===== src/rtl/mem_access_stage.sv =====
// mem_access_stage: memory-access pipeline stage sitting between EX and WB.
// Waits for a variable-latency data response on loads, holds one instruction
// while WB stalls, and selects/extends the loaded byte, halfword, word or
// doubleword. DATA_WIDTH may be 32 or 64.
// Optional forwarding ports are built when MEM_ACCESS_STAGE_FWD_EN is defined.
module mem_access_stage #(
    parameter int DATA_WIDTH     = 32,
    parameter int PC_WIDTH       = 32,
    parameter int REG_ADDR_WIDTH = 5
) (
    input  logic                      clock,
    input  logic                      reset,
    input  logic                      ex_valid,
    input  logic [PC_WIDTH-1:0]       ex_pc,
    input  logic [DATA_WIDTH-1:0]     ex_alu_result,
    input  logic [REG_ADDR_WIDTH-1:0] ex_dest,
    input  logic                      ex_reg_write,
    input  logic                      ex_is_load,
    input  logic [2:0]                ex_load_type,
    output logic                      mem_allow_in,
    input  logic                      data_resp_valid,
    input  logic [DATA_WIDTH-1:0]     data_resp_data,
    input  logic                      wb_allow_in,
    output logic                      wb_valid,
    output logic [PC_WIDTH-1:0]       wb_pc,
    output logic [DATA_WIDTH-1:0]     wb_result,
    output logic [REG_ADDR_WIDTH-1:0] wb_dest,
    output logic                      wb_reg_write
`ifdef MEM_ACCESS_STAGE_FWD_EN
    ,
    output logic                      fwd_valid,
    output logic [REG_ADDR_WIDTH-1:0] fwd_dest,
    output logic                      fwd_data_ready,
    output logic [DATA_WIDTH-1:0]     fwd_data
`endif
);

    localparam int OFF_W = $clog2(DATA_WIDTH / 8);

    localparam logic [2:0] LT_LW  = 3'd0;
    localparam logic [2:0] LT_LH  = 3'd1;
    localparam logic [2:0] LT_LHU = 3'd2;
    localparam logic [2:0] LT_LB  = 3'd3;
    localparam logic [2:0] LT_LBU = 3'd4;
    localparam logic [2:0] LT_LWU = 3'd5;
    localparam logic [2:0] LT_LD  = 3'd6;

    typedef enum logic [1:0] {
        EMPTY = 2'd0,
        WAIT  = 2'd1,
        DONE  = 2'd2
    } state_t;

    state_t                      state_q, state_d;
    logic                        wb_valid_q, wb_valid_d;
    logic [PC_WIDTH-1:0]         pc_q, pc_d;
    logic [DATA_WIDTH-1:0]       result_q, result_d;
    logic [REG_ADDR_WIDTH-1:0]   dest_q, dest_d;
    logic                        reg_write_q, reg_write_d;
    logic [2:0]                  load_type_q, load_type_d;

    logic                        accept;
    logic [OFF_W-1:0]            off;
    logic [OFF_W-1:0]            word_lane;
    logic [7:0]                  byte_val;
    logic [15:0]                 half_val;
    logic [31:0]                 word_val;
    logic [DATA_WIDTH-1:0]       load_value;

    // While a load waits, result_q still holds the effective address, so the lane offset comes from it
    assign off          = result_q[OFF_W-1:0];
    assign word_lane    = off >> 2;
    assign mem_allow_in = (state_q == EMPTY) || ((state_q == DONE) && wb_allow_in);
    assign accept       = mem_allow_in && ex_valid;

    // Lane selection and sign/zero extension of the returned beat
    always_comb begin
        byte_val   = 8'(data_resp_data >> {off, 3'b000});
        half_val   = 16'(data_resp_data >> {off[OFF_W-1:1], 4'b0000});
        word_val   = 32'(data_resp_data >> {word_lane, 5'b00000});
        load_value = DATA_WIDTH'($signed(word_val));
        case (load_type_q)
            LT_LB:   load_value = DATA_WIDTH'($signed(byte_val));
            LT_LBU:  load_value = DATA_WIDTH'(byte_val);
            LT_LH:   load_value = DATA_WIDTH'($signed(half_val));
            LT_LHU:  load_value = DATA_WIDTH'(half_val);
            LT_LWU:  load_value = DATA_WIDTH'(word_val);
            LT_LD:   load_value = data_resp_data;
            LT_LW:   load_value = DATA_WIDTH'($signed(word_val));
            default: load_value = DATA_WIDTH'($signed(word_val));
        endcase
    end

    // Next-state and next-payload selection; a new accept overrides the DONE drain
    always_comb begin
        state_d     = state_q;
        pc_d        = pc_q;
        result_d    = result_q;
        dest_d      = dest_q;
        reg_write_d = reg_write_q;
        load_type_d = load_type_q;

        case (state_q)
            WAIT: begin
                if (data_resp_valid) begin
                    state_d  = DONE;
                    result_d = load_value;
                end
            end
            DONE: begin
                if (wb_allow_in && !ex_valid) begin
                    state_d = EMPTY;
                end
            end
            default: begin
                state_d = state_q;
            end
        endcase

        if (accept) begin
            pc_d        = ex_pc;
            result_d    = ex_alu_result;
            dest_d      = ex_dest;
            reg_write_d = ex_reg_write;
            load_type_d = ex_load_type;
            state_d     = ex_is_load ? WAIT : DONE;
        end

        wb_valid_d = (state_d == DONE);
    end

    // State and payload registers; payload is left untouched by reset so it stays stable
    always_ff @(posedge clock) begin
        if (reset) begin
            state_q    <= EMPTY;
            wb_valid_q <= 1'b0;
        end else begin
            state_q     <= state_d;
            wb_valid_q  <= wb_valid_d;
            pc_q        <= pc_d;
            result_q    <= result_d;
            dest_q      <= dest_d;
            reg_write_q <= reg_write_d;
            load_type_q <= load_type_d;
        end
    end

    assign wb_valid     = wb_valid_q;
    assign wb_pc        = pc_q;
    assign wb_result    = result_q;
    assign wb_dest      = dest_q;
    assign wb_reg_write = reg_write_q;

`ifdef MEM_ACCESS_STAGE_FWD_EN
    assign fwd_valid      = ((state_q == WAIT) || (state_q == DONE)) && reg_write_q;
    assign fwd_dest       = dest_q;
    assign fwd_data_ready = (state_q == DONE);
    assign fwd_data       = result_q;
`endif

endmodule


===== config.mk =====
export PLATFORM = sky130hd
export DESIGN_NAME = mem_access_stage
export DESIGN_NICKNAME = d
export VERILOG_FILES = /design/src/rtl/mem_access_stage.sv
export SDC_FILE = /design/constraint.sdc
export NUM_CORES = 1
export LEC_CHECK = 0
export ABC_AREA = 1
export CAP_MARGIN = 20
export CORE_ASPECT_RATIO = 2
export CORE_MARGIN = 2
export CORE_UTILIZATION = 50
export CTS_BUF_LIST = sky130_fd_sc_hd__clkbuf_4 sky130_fd_sc_hd__clkbuf_8
export DETAILED_ROUTE_END_ITERATION = 7
export DONT_BUFFER_PORTS = 1
export SYNTH_ARGS = -nofsm -noshare
export SYNTH_HDL_FRONTEND = slang
export SYNTH_SLANG_ARGS = --single-unit

===== constraint.sdc =====
create_clock -name clock -period 3.8 [get_ports clock]
set_input_delay 0.76 -clock clock [delete_from_list [all_inputs] [get_ports clock]]
set_output_delay 0.76 -clock clock [all_outputs]
set_load 0.02 [all_outputs]

==> impl_metrics.json, run 1 <==
{
  "drive_gt1_share_pct": 10.27,
  "ctsResizeCount": 0,
  "multi_input_area_mm2": 0.001373,
  "routedWlPerCell_um": 18.31,
  "path_delay_family": "simple AND/OR/NAND/NOR gates",
  "rows": 45,
  "grt_pass1_wl_um": 14880,
  "dieHeight_um": 129.2,
  "cts_root_buffer": "clkbuf_8",
  "slowest_stage": "inv_1",
  "synth_warnings": 0,
  "drc": 0,
  "dpl.hpwl_um": 7570,
  "cpPeakStageDelay_ps": 520,
  "port_buffers": 0,
  "hold_path.class": "input pin to flop",
  "clk_latency_ps": 360,
  "grt_usage_pct": 23.82,
  "met2_wirelength_um": 5419,
  "status": "finished clean",
  "avgViaCountPerCell": 5.258,
  "dr.pass1.iters": 4,
  "fmax_ghz": 0.3861,
  "syn_avg_cell_area_um2": 8.761,
  "wl_um": 9923,
  "min_period_ps": 2590,
  "cts.sinks": 76,
  "slew_headroom_pct": 49.24,
  "ys_types": 23,
  "die_area_mm2": 0.008599,
  "slew_violations": 0,
  "highest_layer": "met4",
  "antenna_cells": 0,
  "cts_tree": "built",
  "antenna_found_initial": 0,
  "worstMarginPinSlew_ps": 761.4,
  "ys_seq_area_share_pct": 57.51,
  "layout_worst_path_cycle_share_pct": 68.16,
  "arrival_ps": 2710,
  "nNetsFinal": 557,
  "hold_ws_ps": 459.5,
  "fin_skew_ps": 12.00,
  "worstPathCellList": "inv_1 -> ha_1 -> nand2_1 -> nand2_1 -> nand2_2 -> inv_1 -> a21oi_1 -> nand3_1 -> nand2_1 -> inv_1",
  "final-hold-violation-count": 0,
  "clkTransAtPathRegs_ps": 80,
  "grt_overflow": 0,
  "area_growth_pct": 6.805,
  "htree_levels": 3,
  "grt_pass1_vias": 2862,
  "worstSetupEndpointType": "flop",
  "regArea_mm2": 0.002252,
  "io_pins": 183,
  "die_w_um": 66.58,
  "worstSetupPathType": "flop to flop",
  "grt_max_degree": 42,
  "cts_setup_buffers": 0,
  "cp.buffers_inverters": 3,
  "initial_core_util_pct": 51.52,
  "power.leakage_nw": 1.853,
  "finalSetupTns_ps": 0,
  "netlist_area_mm2": 0.003916,
  "ant_nets": 0,
  "dr_total_vias": 2850,
  "dr.first_iter.drc_count": 231,
  "worst_ep_required_time_ps": 3920,
  "gp_congestion": 0.8874,
  "power_density_mw_per_mm2": 466.5,
  "cp_max_fo": 28,
  "setup_violations": 0,
  "cts_buffers": 9,
  "cts_buffer_depth": 2,
  "core-area_mm2": 0.007601,
  "synthCells": 447,
  "ys_ff_latch": 76,
  "wl_met1_um": 3441,
  "fill_cells": 714,
  "maxCapViolCount": 0,
  "syn-num-nets": 561,
  "route.met3.wl_um": 815,
  "vdd_drop_max_v": 0.0002776,
  "grt_setup_unrepaired": "false",
  "critPathLaunchType": "flop",
  "cts-hold-fix-buffers": 0
}
-- path summary, 6_finish.rpt --
| path | startpoint | end | slack (ps) | depth (start not counted) |
|---|---|---|---|---|
| hold / removal | reset | state_q[0] | 460 | 1 |
| setup / recovery | state_q[0] | wb_result[7] | 1210 | 10 |
| setup reg to reg | state_q[0] | wb_result[7] | 1210 | 10 |
| hold reg to reg | state_q[0] | state_q[0] | 540 | 2 |
-- Yosys cell counts (all sizes together) --
cell type	number	share of area (%)
inv	49	4.7
nand3	43	5.9
nor2	53	5.6
a21oi	12	1.5
o21ai	7	0.89
nand4	1	0.16
or2	4	0.64
nand2	179	18
edfxtp	73	56
buf	13	2.7
clkbuf	6	0.61
dfxtp	3	1.5
nand3b	1	0.51
ha	3	0.96
-- routing by layer --
layer,vias up,track usage [%]
li1,1411,-
met1,1293,23.71
met2,132,42.65
met3,14,7.813
met4,0,12.36
met5,-,0
-- cell type report --
| type | count | share of cell area, % |
|---|---|---|
| clock buffers | 10 | 3.141 |
| clock inverters | 6 | 1.496 |
| inverters | 49 | 4.397 |
| multi-input cells | 303 | 32.81 |
| flip-flops and latches | 76 | 53.84 |
| well taps | 94 | 2.812 |
| repair buffers | 4 | 1.496 |
-- layout by cell type, fill, tap and decap left out, drive strengths merged --
cell type / count
a21oi: 12
buf: 4
bufinv: 1
clkbuf: 10
clkinv: 2
clkinvlp: 1
dfxtp: 3
edfxtp: 73
ha: 3
inv: 51
nand2: 179
nand3: 43
nand3b: 1
nand4: 1
nor2: 53
o21ai: 7
or2: 4
-- power by group --
group | internal [mW] | switching, mW | total (mW)
combinational | 0.0843 | 0.178 | 0.262
clock | 0.311 | 0.299 | 0.610
sequential | 0.994 | 0.0854 | 1.08
total | 1.39 | 0.562 | 1.95
-- cells by family (layout without fill, tap and decap cells) --
kind of cell	after synthesis	count (layout)	share of synthesized area, %
fa+ha+maj	3	3	0.9586
flops	76	76	57.51
simple gates	281	281	31.12
compound gates	19	19	2.428
buf+inv	68	69	7.987
-- sequential cells by signal, indices dropped and copies added, names as in the netlist --
| signal | flops |
|---|---|
| state_q | 2 |
| wb_result | 32 |
| wb_valid | 1 |
| load_type_q | 3 |
| wb_pc | 32 |
| wb_dest | 5 |
| wb_reg_write | 1 |
-- through the flow --
stage | power, mW | std cells | cell area (um^2) | worst slack [ps] | utilization (%)
2_1_floorplan | 1.305 | 447 | 3916 | 218.9 | -
3_3_place_gp | 1.347 | 524 | 3941 | 1100 | 51.85
3_5_place_dp | 1.356 | 524 | 3941 | 1013 | 51.85
4_1_cts | 1.965 | 540 | 4135 | 1081 | 54.40
5_1_grt | 2.046 | 542 | 4183 | 952.5 | 55.03
6_report | 1.951 | 542 | 4183 | 1210 | 55.03
No activity file was read; power rests on OpenSTA's default activity.
==> inputs of run 2 (changes only) <==
Settings changed: PLACE_DENSITY from default to 0.68.
Clock period 3.8 ns to 2.2 ns, I/O delays scaled along.
==> impl_metrics.json, run 2 (synthesis gave the netlist of run 1 again) <==
{
  "fill_cells": 696,
  "maxCapViolCount": 0,
  "hold_path.class": "input pin to flop",
  "drc": 0,
  "cts-hold-fix-buffers": 0,
  "grt_overflow": 0,
  "slowest_stage": "dfxtp_1",
  "rows": 45,
  "antenna_found_initial": 0,
  "r2r_slack_ps": 340,
  "cts_setup_buffers": 0,
  "ctsResizeCount": 0,
  "arrival_ps": 1960,
  "dieHeight_um": 129.2,
  "grt_pass1_vias": 2818,
  "cp_max_fo": 19,
  "nNetsFinal": 563,
  "cpPeakStageDelay_ps": 340,
  "final-hold-violation-count": 0,
  "dr.first_iter.drc_count": 255,
  "ant_nets": 0,
  "final_cell_mix": "nand2_1 (164), edfxtp_1 (73), nor2_1 (50)",
  "cts.sinks": 76,
  "fmax_ghz": 0.5389,
  "area_growth_pct": 7.604,
  "grt_pass1_wl_um": 14820,
  "clkTransAtPathRegs_ps": 80,
  "avgViaCountPerCell": 5.323,
  "cts_buffers": 9,
  "worstHoldEndpoint": "state_q[0]",
  "dr.pass1.iters": 4,
  "gp_congestion": 0.8943,
  "cts_root_buffer": "clkbuf_8",
  "drive_gt1_share_pct": 12.11,
  "final_util_pct": 55.44,
  "worst_ep_required_time_ps": 2300,
  "power.leakage_nw": 1.877,
  "path_delay_family": "buffers and inverters",
  "routedWlPerCell_um": 18.40,
  "cts_buffer_depth": 2,
  "finalSetupTns_ps": 0,
  "dr_total_vias": 2917,
  "placed_cell_area_mm2": 0.004041,
  "worstMarginPinSlew_ps": 329.1,
  "htree_levels": 3,
  "grt_setup_unrepaired": "false",
  "worstSetupEndpointType": "flop",
  "critPathMostFrequentCell": "nand2_1",
  "min_from": "reset",
  "power_density_mw_per_mm2": 777.0,
  "cts_tree": "built",
  "wl_um": 10080,
  "worstSetupPathType": "flop to flop",
  "min_period_ps": 1856,
  "clk_latency_ps": 350,
  "slew_headroom_pct": 78.06,
  "die_w_um": 66.58,
  "core-area_mm2": 0.007601,
  "layout_worst_path_cycle_share_pct": 84.35,
  "cp.buffers_inverters": 3,
  "initial_core_util_pct": 51.52,
  "whs_path_depth": 1,
  "final_cell_area_mm2": 0.004214,
  "io_pins": 183,
  "fin_skew_ps": 8.638,
  "worstPathCellList": "inv_1 -> ha_1 -> nand2_1 -> nand2_2 -> nand2_2 -> inv_1 -> buf_4 -> a21oi_1 -> nand2_1 -> nand2_1",
  "rr_startpoint": "state_q[0]",
  "r2r_cells": 10,
  "port_buffers": 0,
  "antenna_cells": 0,
  "die_area_mm2": 0.008599,
  "setup_violations": 0,
  "vdd_drop_max_v": 0.0004716,
  "dpl.hpwl_um": 8000,
  "final_common_cell": "nand2_1",
  "pre_cts_slack_ps": 334.5,
  "slew_violations": 0,
  "setup_ws_ps": 344.4,
  "status": "finished clean",
  "r2r_end": "wb_result[9]",
  "critPathLaunchType": "flop",
  "grt_max_degree": 48,
  "grt_usage_pct": 23.52
}
==> run 2: final cells by class <==
| cell class | count | area, um^2 | share of cell area (%) |
|---|---|---|---|
| flip-flops and latches | 76 | 2252 | 53.44 |
| multi-input cells | 303 | 1375 | 32.63 |
| inverters | 49 | 183.9 | 4.365 |
| clock buffers | 12 | 146.4 | 3.474 |
| well taps | 94 | 117.6 | 2.791 |
| repair buffers | 10 | 112.6 | 2.672 |
| clock inverters | 4 | 26.28 | 0.6235 |
==> run 2: worst reg2reg max path: stages, from the launching register on <==
cell and delay (ps):
dfxtp_1 340, inv_1 90, ha_1 170, nand2_1 70, nand2_2 140, nand2_2 100, inv_1 190, buf_4 280
a21oi_1 60, nand2_1 120, nand2_1 60
==> run 2: how the worst max path moves through the flow <==
stage / start / cells past startpoint / endpoint / slack [ps]
after global placement: state_q[0] / 10 / wb_result[9] / 430
after detailed placement: state_q[0] / 10 / wb_result[9] / 330
after global routing: state_q[0] / 10 / wb_result[9] / 160
final: state_q[0] / 10 / wb_result[9] / 340
after floorplan: state_q[0] / 8 / load_type_q[0] / 9
after CTS: state_q[0] / 10 / wb_result[9] / 320
==> run 2: per-stage QoR <==
step | power (mW) | hold slack [ps] | instances
finish | 3.274 | 151.6 | 548
global route | 3.421 | 147.7 | 548
CTS | 3.300 | 140.5 | 548
detailed placement | 2.376 | 513.2 | 532
global placement | 2.358 | 516.1 | 532
floorplan | 2.256 | 491.5 | 447
==> run 2: layer usage <==
layer,vias to the layer above,GRT usage (%),share of wire [%]
met2,146,43.65,57
met5,-,0,0
met1,1331,22.62,33
li1,1426,-,-
met4,0,9.124,1.6
met3,14,8.854,8.9
==> run 2: power breakdown <==
part | switching [mW] | internal (mW) | total (mW) | leakage, nW
combinational | 0.323 | 0.161 | 0.484 | 1.08
clock | 0.491 | 0.446 | 0.937 | 0.0906
sequential | 0.137 | 1.72 | 1.85 | 0.705
total | 0.951 | 2.32 | 3.27 | 1.88
